==> config.mk <==
export PLATFORM = sky130hd
export DESIGN_NAME = out_store_timing
export DESIGN_NICKNAME = d
export VERILOG_FILES = /design/src/rtl/aes_timing_pkg.sv /design/src/rtl/out_store_timing_blk_buffer.sv /design/src/rtl/out_store_timing.sv
export SDC_FILE = /design/constraint.sdc
export NUM_CORES = 1
export LEC_CHECK = 0
export ABC_AREA = 0
export BUFFER_PORTS_ARGS = -buffer_cell sky130_fd_sc_hd__buf_4
export CORE_AREA = 2 2 182 184
export DETAILED_ROUTE_END_ITERATION = 12
export DIE_AREA = 0 0 184 186
export SKIP_CTS_REPAIR_TIMING = 1
export SYNTH_ARGS = -nofsm -noshare
export SYNTH_HDL_FRONTEND = slang
export SYNTH_HIERARCHICAL = 1
export SYNTH_SLANG_ARGS = --single-unit
==> constraint.sdc <==
create_clock -name clk -period 6.3 [get_ports clk]
set_clock_uncertainty 0.15 [all_clocks]
set_input_delay 1.26 -clock clk [delete_from_list [all_inputs] [get_ports clk]]
set_output_delay 1.26 -clock clk [all_outputs]
set_load 0.05 [all_outputs]
==> src/rtl/aes_timing_pkg.sv <==
// Shared constants and write-FSM state type for the AES input/output timing blocks.
package aes_timing_pkg;
  localparam int WORD_W        = 32;
  localparam int WORDS_PER_BLK = 4;
  localparam int DEPTH_BLK     = 2;
  localparam int FRAME_PERIOD  = 40;

  typedef enum logic [1:0] {
    IDLE    = 2'd0,
    COLLECT = 2'd1,
    DROP    = 2'd2
  } wr_state_e;
endpackage

==> src/rtl/out_store_timing_blk_buffer.sv <==
// Block storage: DEPTH x WPB words, owns the block pointers and the committed-block count.
module blk_buffer #(
  parameter int W     = aes_timing_pkg::WORD_W,
  parameter int WPB   = aes_timing_pkg::WORDS_PER_BLK,
  parameter int DEPTH = aes_timing_pkg::DEPTH_BLK,
  localparam int IDX_W = $clog2(WPB),
  localparam int PTR_W = (DEPTH > 1) ? $clog2(DEPTH) : 1,
  localparam int CNT_W = $clog2(DEPTH + 1)
) (
  input  logic             clk,
  input  logic             rst,
  input  logic             we,
  input  logic [IDX_W-1:0] wr_idx,
  input  logic [W-1:0]     wr_data,
  input  logic             commit,
  input  logic             free,
  input  logic [IDX_W-1:0] rd_idx,
  output logic [W-1:0]     rd_data,
  output logic [CNT_W-1:0] blk_count
);
  logic [W-1:0]     mem_q [DEPTH*WPB];
  logic [PTR_W-1:0] wr_ptr_q, wr_ptr_d, rd_ptr_q, rd_ptr_d;
  logic [CNT_W-1:0] count_q, count_d;

  function automatic logic [PTR_W-1:0] ptr_inc(input logic [PTR_W-1:0] p);
    return (p == PTR_W'(DEPTH - 1)) ? '0 : p + 1'b1;
  endfunction

  always_comb begin
    wr_ptr_d = commit ? ptr_inc(wr_ptr_q) : wr_ptr_q;
    rd_ptr_d = free ? ptr_inc(rd_ptr_q) : rd_ptr_q;
    count_d  = count_q + {{(CNT_W-1){1'b0}}, commit} - {{(CNT_W-1){1'b0}}, free};
  end

  always_ff @(posedge clk) begin
    if (!rst) begin
      wr_ptr_q <= '0;
      rd_ptr_q <= '0;
      count_q  <= '0;
    end else begin
      wr_ptr_q <= wr_ptr_d;
      rd_ptr_q <= rd_ptr_d;
      count_q  <= count_d;
    end
  end

  // Partial blocks are written straight into the free slot; only commit makes them visible.
  always_ff @(posedge clk) begin
    if (we) mem_q[{wr_ptr_q, wr_idx}] <= wr_data;
  end

  assign rd_data   = mem_q[{rd_ptr_q, rd_idx}];
  assign blk_count = count_q;
endmodule

==> src/rtl/out_store_timing.sv <==
// Assembles ciphertext columns into blocks, drains them word-by-word, flags core-side faults.
module out_store_timing #(
  parameter int WORD_W        = aes_timing_pkg::WORD_W,
  parameter int WORDS_PER_BLK = aes_timing_pkg::WORDS_PER_BLK,
  parameter int DEPTH_BLK     = aes_timing_pkg::DEPTH_BLK,
  parameter int TIMEOUT       = aes_timing_pkg::FRAME_PERIOD
) (
  input  logic              clk,
  input  logic              rst,
  input  logic              in_valid,
  input  logic              in_sof,
  input  logic [WORD_W-1:0] in_word,
  output logic              out_valid,
  input  logic              out_ready,
  output logic [WORD_W-1:0] out_word,
  output logic              out_last,
  output logic [1:0]        blk_count,
  output logic              overflow_err,
  output logic              timeout_err,
  output logic              frame_err
);
  import aes_timing_pkg::*;

  localparam int IDX_W = $clog2(WORDS_PER_BLK);
  localparam int TMR_W = $clog2(TIMEOUT + 1);
  localparam logic [IDX_W-1:0] LAST_IDX = IDX_W'(WORDS_PER_BLK - 1);
  localparam logic [TMR_W-1:0] TMR_MAX  = TMR_W'(TIMEOUT);

  wr_state_e        state_q, state_d;
  logic [IDX_W-1:0] wr_idx_q, wr_idx_d, rd_idx_q, rd_idx_d, buf_wr_idx;
  logic [TMR_W-1:0] timer_q, timer_d, timer_inc;
  logic             overflow_q, overflow_d, timeout_q, timeout_d, frame_q, frame_d;
  logic             buf_we, commit, free, xfer, full_post;
  logic [WORD_W-1:0] rd_data;

  assign out_valid = (blk_count != 2'd0);
  assign out_last  = out_valid && (rd_idx_q == LAST_IDX);
  assign out_word  = out_valid ? rd_data : '0;
  assign xfer      = out_valid && out_ready;
  assign free      = xfer && out_last;
  // Fullness is judged after this cycle's free so a drained slot is reusable immediately.
  assign full_post = (blk_count == 2'(DEPTH_BLK)) && !free;
  assign timer_inc = timer_q + 1'b1;

  assign overflow_err = overflow_q;
  assign timeout_err  = timeout_q;
  assign frame_err    = frame_q;

  always_comb begin
    state_d    = state_q;
    wr_idx_d   = wr_idx_q;
    timer_d    = timer_q;
    overflow_d = overflow_q;
    timeout_d  = timeout_q;
    frame_d    = frame_q;
    buf_we     = 1'b0;
    buf_wr_idx = wr_idx_q;
    commit     = 1'b0;
    if (in_valid && in_sof) begin
      buf_wr_idx = '0;
      wr_idx_d   = IDX_W'(1);
      timer_d    = TMR_W'(1);
      if (!full_post) begin
        buf_we  = 1'b1;
        state_d = COLLECT;
      end else begin
        overflow_d = 1'b1;
        state_d    = DROP;
      end
      if (state_q == COLLECT || (state_q == DROP && !full_post)) frame_d = 1'b1;
    end else begin
      case (state_q)
        IDLE: if (in_valid) frame_d = 1'b1;
        COLLECT, DROP: begin
          if (in_valid && wr_idx_q == LAST_IDX) begin
            // Commit takes priority over a timer expiring on the same cycle.
            buf_we   = (state_q == COLLECT);
            commit   = (state_q == COLLECT);
            state_d  = IDLE;
            wr_idx_d = '0;
            timer_d  = '0;
          end else if (timer_inc == TMR_MAX) begin
            timeout_d = 1'b1;
            state_d   = IDLE;
            wr_idx_d  = '0;
            timer_d   = '0;
          end else begin
            timer_d = timer_inc;
            if (in_valid) begin
              buf_we   = (state_q == COLLECT);
              wr_idx_d = wr_idx_q + 1'b1;
            end
          end
        end
        default: state_d = IDLE;
      endcase
    end
  end

  always_comb begin
    rd_idx_d = rd_idx_q;
    if (xfer) rd_idx_d = out_last ? '0 : rd_idx_q + 1'b1;
  end

  always_ff @(posedge clk) begin
    if (!rst) begin
      state_q    <= IDLE;
      wr_idx_q   <= '0;
      rd_idx_q   <= '0;
      timer_q    <= '0;
      overflow_q <= 1'b0;
      timeout_q  <= 1'b0;
      frame_q    <= 1'b0;
    end else begin
      state_q    <= state_d;
      wr_idx_q   <= wr_idx_d;
      rd_idx_q   <= rd_idx_d;
      timer_q    <= timer_d;
      overflow_q <= overflow_d;
      timeout_q  <= timeout_d;
      frame_q    <= frame_d;
    end
  end

  blk_buffer #(
    .W    (WORD_W),
    .WPB  (WORDS_PER_BLK),
    .DEPTH(DEPTH_BLK)
  ) u_buf (
    .clk      (clk),
    .rst      (rst),
    .we       (buf_we),
    .wr_idx   (buf_wr_idx),
    .wr_data  (in_word),
    .commit   (commit),
    .free     (free),
    .rd_idx   (rd_idx_q),
    .rd_data  (rd_data),
    .blk_count(blk_count)
  );
endmodule

==> flow_metrics.py, run 1 <==
metrics = {
    "route": {
        "antenna_left": 0,
        "m1WireLength_mm": 9.19,
        "vias_per_cell": 5.01,
        "vias": 5364,
        "drt-pass1-iter-count": 4,
        "dr_wl_met3_mm": 1.03,
        "wl_per_cell_um": 20.6,
        "routed_wl_mm": 22.1,
        "drc": 0,
        "wl_met2_mm": 11.5,
        "drtIter0Drc": 366,
        "top_layer": "met4",
    },
    "setup_path": {
        "slowest_stage": "dfxtp_4",
        "required_ns": 4.89,
        "crit_fanout": 67,
        "cp_num_buf_inv": 1,
        "critPathTopFamily": "flip-flops",
        "cp.arrival_ns": 3.02,
        "worstSetupPathType": "flip-flop to output pin",
        "critPathCaptureType": "output pin",
        "cp_cell_sequence": "mux4_1 > mux2_2 > and2_1 > buf_4",
        "cp-start-kind": "flip-flop",
        "slowest_delay_ns": 1.13,
    },
    "placement": {
        "portBuffers": 75,
        "place_congestion": 0.701,
        "dp_hpwl_mm": 12.6,
        "place_inst": 1016,
    },
    "clock_network": {
        "clk_latency_ns": 0.54,
        "htreeDepth": 1,
        "cts-root-buf": "clkbuf_16",
        "cts_tree": "yes",
        "cts_buffers": 30,
        "clk_pin_slew_ns": 0.06,
        "cts_max_path_buffers": 3,
        "clock-sinks": 275,
    },
    "power": {
        "powerDensity_mw_per_mm2": 283,
        "p_leak_nw": 4.35,
        "ir_worst_vdd_mv": 0.239,
    },
    "synthesis": {
        "synth_edf_count": 256,
        "ys_seq_area_share_pct": 72.3,
        "postSynthAreaPerCell_um2": 20.4,
        "synth_nets": 593,
        "synth_warnings": 6,
        "ys_ff_latch": 275,
        "synthCells": 548,
        "syn_area_mm2": 0.0112,
        "synthFlopType": "edfxtp_1",
        "async_flop_share_pct": 0,
        "synth_cell_types": 46,
    },
    "layout": {
        "layout_common_cells": "256 x edfxtp_1, 87 x buf_4, 56 x mux4_1",
        "fillers": 2862,
        "fin_cells": 1071,
        "multi_input_area_mm2": 0.00296,
        "syn2layout_area_growth_pct": 17.8,
        "final_common_cell": "edfxtp_1",
        "drive_gt1_share_pct": 27.6,
        "nets": 685,
        "ff_latch_area_mm2": 0.00807,
    },
    "timing": {
        "final.period_utilization_pct": 70.3,
        "fmax_mhz": 226,
        "max-slew-margin-rel_pct": 20.2,
        "period_minus_slack_ns": 4.43,
        "rsz0062_at_grt": "no",
        "fin_setup_tns_ns": 0,
        "finalSetupViolations": 0,
        "maxSlewViolCount": 0,
        "final_hold_viol_count": 0,
        "worst-slew-pin-transition_ns": 1.20,
    },
    "global_routing": {
        "grt_pass1_vias": 5733,
        "grt_max_degree": 68,
        "grt.overflow.total": 0,
        "antenna_found_initial": 1,
        "grt_pass1_wl_mm": 33.9,
        "grt_usage_pct": 13.1,
    },
    "hold_path": {
        "hold_path.class": "flip-flop to flip-flop",
    },
    "floorplan": {
        "die_h_um": 186,
        "ios": 76,
        "die_area_mm2": 0.0342,
        "die_w_um": 184,
        "initial_utilization_pct": 34.7,
        "core_mm2": 0.0322,
        "fp-row-count": 66,
    },
    "status": {
        "outcome": "finished, final reports clean",
    },
    "run": {
        "drv_cap": 0,
    },
}
-- final timing paths --
kind	startpoint	endpoint	slack, ns	cells past startpoint
worst max-delay path	rd_idx_q[0]	out_word[18]	1.87	4
worst min register to register	frame_err	frame_err	0.30	2
worst max register to register	rd_idx_q[0]	u_buf/mem_q[6][21]	2.47	7
worst min-delay path	frame_err	frame_err	0.30	2
-- metrics by stage --
| step | utilization [%] | worst slack (ns) | total power [mW] | instance area [µm²] | hold slack (ns) |
|---|---|---|---|---|---|
| after CTS | 40.8 | 1.78 | 3.76 | 13100 | 0.305 |
| after global placement | 38.0 | 2.36 | 2.15 | 12200 | 0.299 |
| after detailed placement | 38.0 | 2.33 | 2.16 | 12200 | 0.296 |
| final | 40.8 | 1.87 | 3.72 | 13100 | 0.300 |
| after global routing | 40.8 | 1.70 | 3.85 | 13100 | 0.344 |
| after floorplan | - | 1.39 | 2.10 | 11200 | 0.300 |
-- flip-flops by register name (all words and copies together) (netlist names) --
| register | cells |
|---|---|
| timeout_err | 1 |
| overflow_err | 1 |
| timer_q | 6 |
| u_buf/blk_count | 2 |
| u_buf/wr_ptr_q | 1 |
| state_q | 2 |
| rd_idx_q | 2 |
| frame_err | 1 |
| wr_idx_q | 2 |
| u_buf/rd_ptr_q | 1 |
| u_buf/mem_q | 256 |
-- layer usage --
metal / track usage (%) / up-vias
met5: 0 / -
met4: 3.07 / 0
met3: 2.92 / 33
met1: 15.9 / 2756
li1: - / 2467
met2: 23.8 / 108
-- cell usage after synthesis (3+ instances only) --
cell,instances,area (µm²)
nand2_1,17,63.8
nand2b_1,3,18.8
mux2_2,32,360
a21oi_1,14,70.1
nor3_1,5,25.0
ha_1,8,100
o21ai_1,7,35.0
nor2_1,11,41.3
edfxtp_1,256,7690
o21ai_0,3,15.0
nand3_1,5,25.0
buf_1,5,18.8
dfxtp_1,19,380
mux4_1,56,1470
a31oi_1,3,18.8
and2_1,37,231
buf_6,7,78.8
mux4_2,8,180
clkbuf_1,13,48.8
inv_1,8,30.0
-- tightest hold or removal path, cell delays in order (launching register included) --
cell     delay [ns]
dfxtp_1        0.31
nand2_1        0.05
o21ai_1        0.05
-- cell type report --
class	count	area share, %
repair buffers	87	4.97
clock inverters	18	0.885
diodes	1	0.0190
inverters	9	0.257
clock buffers	36	6.04
well taps	408	3.88
flip-flops and latches	275	61.4
multi-input cells	237	22.5
-- power by group --
group	internal (mW)	switching (mW)	total, mW
clock	0.933	0.673	1.61
combinational	0.0388	0.0572	0.0960
sequential	2.01	0.00596	2.02
-- cell families (layout without fill, tap and decap cells) --
kind of cell	count (synthesis)	in the layout	synth area share, %
adders and majority gates	8	8	0.897
AOI/OAI and AO/OA	37	37	1.98
and+or+nand+nor	91	91	4.53
DFF	275	275	72.3
other	0	1	0
buffers and inverters	36	150	1.70
xor gates and xnor gates	3	3	0.359
muxes	98	98	18.2
No activity file was read; power rests on OpenSTA's default activity.
==> run 2, diff against run 1 <==
- ABC_AREA: 0 -> 1
- CORE_AREA: 2 2 182 184 -> 2 2 193 195
- DIE_AREA: 0 0 184 186 -> 0 0 195 197
- clock period: 6.3 -> 3.6 ns (I/O delays scaled with it)
==> run 2 against run 1 <==
Effect of this change: design area grew 12%; combinational power grew 110%; final cell count grew 79%; area after synthesis grew 12%; wire length grew 27%; clock power grew 80%; sequential share of layout area shrank 6.4 points; critical path depth grew 2; register-to-register slack lost 2.0 ns; clock-buffer cell count grew 6.
==> flow_metrics.py, run 2 <==
metrics = {
    "status": {
        "outcome": "finished, final reports clean",
    },
    "setup_path": {
        "crit_fanout": 32,
        "critPathCaptureType": "output pin",
        "cp.arrival_ns": 2.32,
        "cp_cell_sequence": "inv_2 > nand2_1 > nand2_1 > inv_1 > nor2_1 > buf_4",
        "slowest_delay_ns": 0.59,
        "required_ns": 2.73,
        "cp-start-kind": "flip-flop",
        "slowest_stage": "inv_2",
        "worstSetupPathType": "flip-flop to output pin",
        "r2r_cells": 9,
        "path_common_cell": "nand2_1",
    },
    "synthesis": {
        "postSynthAreaPerCell_um2": 9.33,
        "synth_area_leader_cell": "edfxtp_1",
        "netlist_top_cells_area": "edfxtp_1 61%, nand2_1 14%, inv_1 9.6%, nand3_1 5.4%, dfxtp_1 3.0%",
        "muxShareOfSynthArea_pct": 0,
        "netlist_top_cells_count": "451 x nand2_1, 320 x inv_1, 256 x edfxtp_1",
        "ys_ff_latch": 275,
        "synth_fa_ha_area_share_pct": 0.799,
        "synthCells": 1343,
        "synthXorXnorAreaFrac_pct": 0.0699,
        "synthFlopType": "edfxtp_1",
        "synth_edf_count": 256,
        "syn_area_mm2": 0.0125,
        "synth_compound_area_share_pct": 1.16,
        "synth_cell_types": 29,
        "yosys.area_share.simple_pct": 21.6,
        "ys_seq_area_share_pct": 64.4,
        "synth_top_family_by_area": "simple AND/OR/NAND/NOR gates",
        "synth_nets": 1388,
        "yosysMostFrequentCell": "nand2_1",
        "synth_top_area_share_pct": 61.3,
        "async_flop_share_pct": 0,
        "synth_warnings": 6,
    },
    "layout": {
        "layout_common_cells": "451 x nand2_1, 319 x inv_1, 256 x edfxtp_1",
        "reg.largest.list": "u_buf/mem_q x256, timer_q x6",
        "syn2layout_area_growth_pct": 17.0,
        "drive_gt1_share_pct": 11.4,
        "largest_reg_flops": 256,
        "top_register": "u_buf/mem_q",
        "nets": 1467,
        "final_common_cell": "nand2_1",
    },
    "clock_network": {
        "clock-sinks": 275,
        "clk_latency_ns": 0.54,
        "cts-root-buf": "clkbuf_16",
        "cts_tree": "yes",
        "htreeDepth": 1,
        "clk_pin_slew_ns": 0.06,
        "cts_max_path_buffers": 3,
        "cts_buffers": 30,
    },
    "floorplan": {
        "initial_utilization_pct": 34.6,
        "fp-row-count": 70,
        "ios": 76,
        "die_w_um": 195,
        "die_area_mm2": 0.0384,
        "core_mm2": 0.0363,
        "die_h_um": 197,
    },
    "route": {
        "drc": 0,
        "vias": 8466,
        "antenna_left": 0,
        "drt-pass1-iter-count": 5,
        "vias_per_cell": 4.42,
        "drtIter0Drc": 471,
        "wl_per_cell_um": 14.6,
        "routed_wl_mm": 28.0,
    },
    "power": {
        "p_clk_share_pct": 43.7,
        "p_seq_share_pct": 53.3,
        "ir_worst_vdd_mv": 0.378,
        "finalPower_mw": 6.64,
        "intPower_mw": 5.30,
        "switching_share_pct": 20.1,
        "powerDensity_mw_per_mm2": 453,
        "p_comb_share_pct": 3.0,
        "p_leak_nw": 6.76,
        "switchingPower_mw": 1.33,
    },
    "global_routing": {
        "grt_pass1_vias": 8280,
        "antenna_found_initial": 2,
        "grt_max_degree": 99,
        "grt_pass1_wl_mm": 44.6,
        "grt.overflow.total": 0,
        "grt_usage_pct": 14.7,
    },
    "run": {
        "drv_cap": 0,
    },
    "timing": {
        "rsz0062_at_grt": "no",
        "final.period_utilization_pct": 88.5,
        "fmax_mhz": 314,
        "worst-slew-pin-transition_ns": 0.696,
        "max-slew-margin-rel_pct": 53.5,
        "period_minus_slack_ns": 3.19,
        "final_hold_viol_count": 0,
        "maxSlewViolCount": 0,
        "finalSetupViolations": 0,
        "fin_setup_tns_ns": 0,
    },
    "placement": {
        "dp_hpwl_mm": 17.0,
        "portBuffers": 75,
        "place_congestion": 0.747,
    },
    "hold_path": {
        "min_path_cells": 1,
        "hold_path.class": "input port to flip-flop",
    },
}
run 2: cell count changes in the layout (fill, tap and decap cells not counted), moves of 8 or more:
cell / delta
and2_1: -37
inv_1: +311
mux2_2: -32
mux4_1: -56
mux4_2: -8
nand2_1: +434
nand3_1: +129
nor2_1: +41
run 2: power by group through the flow:
stage	sequential (mW)	combinational (mW)	clock (mW)
2_1_floorplan	3.61	0.0863	0
3_5_place_dp	3.60	0.204	0
4_1_cts	3.54	0.205	2.97
6_report	3.54	0.200	2.90
5_1_grt	3.54	0.228	3.09
3_3_place_gp	3.60	0.200	0
run 2: logic make-up (layout without fill, tap and decap cells):
family	Yosys count	count (layout)
adder cells (fa/ha/maj)	8	8
XOR/XNOR	1	1
flip-flops	275	275
other	0	1
buffers and inverters	374	476
AND/OR/NAND/NOR	660	660
AO/OA/AOI/OAI	25	25
run 2: per-stage QoR:
step	std cells	hold slack, ns	worst slack [ns]	cell area, µm²	util [%]
2_1_floorplan	1343	0.306	0.0829	12500	-
3_3_place_gp	1858	0.295	0.488	13700	37.9
3_5_place_dp	1858	0.301	0.458	13700	37.9
4_1_cts	1913	0.233	0.332	14700	40.4
5_1_grt	1914	0.248	0.165	14700	40.4
6_report	1914	0.255	0.413	14700	40.4
run 2: layer usage:
| metal | GRT usage [%] | vias to the layer above | part of all wire [%] |
|---|---|---|---|
| met5 | 0 | - | 0.050 |
| met3 | 2.02 | 37 | 3.7 |
| met4 | 3.87 | 2 | 2.1 |
| li1 | - | 4301 | - |
| met1 | 19.5 | 3983 | 46 |
| met2 | 25.3 | 143 | 48 |
run 2: worst max-delay path, delay by kind of cell (launching register included):
family,cells,cell delay (ns)
buf+inv,3,0.84
flops,1,0.49
simple gates,3,0.42
run 2: final timing paths:
check                      start                 end  slack [ns]
hold reg to reg     overflow_err        overflow_err        0.30
setup / recovery  u_buf/rd_ptr_q        out_word[15]        0.41
setup reg to reg      state_q[0]  u_buf/mem_q[2][13]        0.44
hold / removal        in_word[2]   u_buf/mem_q[0][2]        0.25
run 2: layout make-up:
cell class,instances,area (µm²)
multi-input cells,694,3030
well taps,468,586
inverters,323,1210
diodes,1,2.50
clock buffers,42,817
fillers,3579,21600
flip-flops and latches,275,8070
clock inverters,13,111
repair buffers,98,823
==> run 3, diff against run 2 <==
- CORE_AREA: 2 2 193 195 -> 2 2 182 184
- DIE_AREA: 0 0 195 197 -> 0 0 184 186
- SYNTH_HIERARCHICAL: 1 -> unset
==> run 3 against run 2 <==
Effect of this change: wire length decreased by 11%; clock power decreased by 9.7%; sequential share of layout area increased by 6.6 points; via count decreased by 17%; power decreased by 4.9%; combinational power decreased by 21%.
==> flow_metrics.py, run 3 <==
metrics = {
    "synthesis": {
        "ys_seq_area_share_pct": 72.6,
        "synth_nets": 939,
        "netlist_top_cells_count": "274 x nor2_1, 256 x edfxtp_1, 84 x o21ai_0",
        "synth_warnings": 0,
        "synthCells": 894,
        "synth_top_area_share_pct": 69.2,
        "synthFlopType": "edfxtp_1",
        "muxShareOfSynthArea_pct": 0,
        "synthXorXnorAreaFrac_pct": 0.0788,
        "async_flop_share_pct": 0,
        "netlist_top_cells_area": "edfxtp_1 69%, nor2_1 9.3%, o32ai_1 5.0%, o21ai_0 3.8%, dfxtp_1 3.4%",
        "syn_area_mm2": 0.0111,
        "synth_area_leader_cell": "edfxtp_1",
        "postSynthAreaPerCell_um2": 12.4,
        "synth_compound_area_share_pct": 10.6,
        "synth_top_family_by_area": "simple AND/OR/NAND/NOR gates",
        "yosys.area_share.simple_pct": 12.3,
        "synth_edf_count": 256,
        "synth_fa_ha_area_share_pct": 0.901,
        "ys_ff_latch": 275,
        "yosysMostFrequentCell": "nor2_1",
        "synth_cell_types": 27,
    },
    "setup_path": {
        "required_ns": 2.73,
        "r2r_start": "rd_idx_q[1]",
        "cp-start-kind": "flip-flop",
        "rrSetupSlack_ns": 0.88,
        "crit_fanout": 58,
        "r2r_cells": 8,
        "startpoint": "rd_idx_q[0]",
        "worstSetupPathType": "flip-flop to output pin",
        "r2r_end": "u_buf.mem_q[4][22]",
        "critPathCaptureType": "output pin",
        "cp-endpoint": "out_word[3]",
        "cp.arrival_ns": 2.49,
    },
    "floorplan": {
        "fp-row-count": 66,
        "initial_utilization_pct": 34.5,
        "core_mm2": 0.0322,
        "die_h_um": 186,
        "die_area_mm2": 0.0342,
        "ios": 76,
        "die_w_um": 184,
    },
    "route": {
        "vias": 7055,
        "drtIter0Drc": 693,
        "antenna_left": 0,
        "drc": 0,
        "wl_per_cell_um": 17.8,
        "routed_wl_mm": 24.8,
        "drt-pass1-iter-count": 5,
        "vias_per_cell": 5.05,
    },
    "layout": {
        "fin_cells": 1397,
        "layout_common_cells": "266 x nor2_1, 256 x edfxtp_1, 86 x buf_4",
        "syn2layout_area_growth_pct": 17.8,
        "antenna_cells": 0,
        "final_common_cell": "nor2_1",
        "post-route-util_pct": 40.6,
        "largest_reg_flops": 256,
        "nets": 1013,
        "drive_gt1_share_pct": 16.1,
        "top_register": "u_buf.mem_q",
        "reg.largest.list": "u_buf.mem_q x256, timer_q x6",
        "design_area_mm2": 0.0131,
    },
    "timing": {
        "hold_ws_ns": 0.269,
        "final_hold_viol_count": 0,
        "final.period_utilization_pct": 93.2,
        "worst-slew-pin-transition_ns": 0.590,
        "fin_setup_tns_ns": 0,
        "maxSlewViolCount": 0,
        "finalSetupViolations": 0,
        "rsz0062_at_grt": "no",
        "max-slew-margin-rel_pct": 60.7,
        "period_minus_slack_ns": 3.36,
        "fmax_mhz": 298,
        "fin_ws_ns": 0.243,
    },
    "clock_network": {
        "cts_buffers": 29,
        "cts_max_path_buffers": 3,
        "cts_tree": "yes",
        "cts-root-buf": "clkbuf_16",
        "htreeDepth": 1,
        "clk_pin_slew_ns": 0.06,
        "clk_latency_ns": 0.53,
        "clock-sinks": 275,
    },
    "placement": {
        "placed_area_mm2": 0.0123,
        "dp_hpwl_mm": 14.2,
        "place_inst": 1345,
        "pre_cts_slack_ns": 0.785,
        "place_congestion": 0.728,
        "portBuffers": 75,
    },
    "global_routing": {
        "grt_pass1_vias": 6794,
        "grt_pass1_wl_mm": 38.1,
        "grt_max_degree": 69,
        "grt_usage_pct": 14.4,
        "antenna_found_initial": 0,
        "grt.overflow.total": 0,
    },
    "power": {
        "p_leak_nw": 4.50,
        "powerDensity_mw_per_mm2": 482,
        "ir_worst_vdd_mv": 0.341,
        "finalPower_mw": 6.31,
    },
    "hold_path": {
        "hold_path.class": "input port to flip-flop",
        "worstHoldStart": "in_word[19]",
    },
    "run": {
        "drv_cap": 0,
    },
    "status": {
        "outcome": "finished, final reports clean",
    },
}
==> run 3: changes by cell type in the layout (fill, tap and decap cells not counted), sizes merged, moves of 2 or more <==
cell    delta
nand3    -126
clkinv     +2
o211ai     -3
nand2    -412
nor2     +220
inv      -290
o32ai     +64
clkbuf     -5
bufinv     -2
buf        -2
o21ai     +98
==> run 3: logic make-up (layout without fill, tap and decap cells) <==
group           count (synthesis)  after routing
flops                         275            275
compound gates                185            185
xor+xnor                        1              1
simple gates                  340            340
fa+ha+maj                       8              8
buf+inv                        85            180
==> run 3: layout make-up <==
class | instances | area (µm²)
sequential | 275 | 8080
timing repair buffer | 96 | 846
clock buffer | 37 | 756
fill | 2992 | 19100
clock inverter | 15 | 71.3
multi-input combinational | 534 | 2710
tap | 408 | 510
inverter | 32 | 123
==> run 3: critical path, stage by stage (launching register included) <==
cell	delay, ns
dfxtp_4	0.46
inv_4	0.27
buf_12	0.30
nor2_1	0.07
o32ai_1	0.24
o21ai_0	0.11
nor2_1	0.22
buf_4	0.25
==> run 3: worst min path at each step <==
stage | to | cells after the start | slack, ns
global placement | overflow_err | 2 | 0.30
CTS | u_buf.mem_q[3][21] | 1 | 0.25
floorplan | timer_q[5] | 2 | 0.30
finish | u_buf.mem_q[3][19] | 1 | 0.27
detailed placement | overflow_err | 2 | 0.30
global route | u_buf.mem_q[2][2] | 1 | 0.25
==> run 3: power breakdown <==
group          total, mW  switching [mW]  internal, mW
clock               2.62            1.15          1.47
sequential          3.53          0.0107          3.52
combinational      0.159           0.103        0.0554
==> run 3: routing by layer <==
| metal | vias to the layer above | track usage [%] | part of all wire (%) |
|---|---|---|---|
| li1 | 3390 | - | - |
| met1 | 3466 | 19.5 | 45 |
| met2 | 169 | 24.8 | 48 |
| met3 | 30 | 2.07 | 4.7 |
| met4 | 0 | 3.01 | 1.6 |
| met5 | - | 0 | 0 |
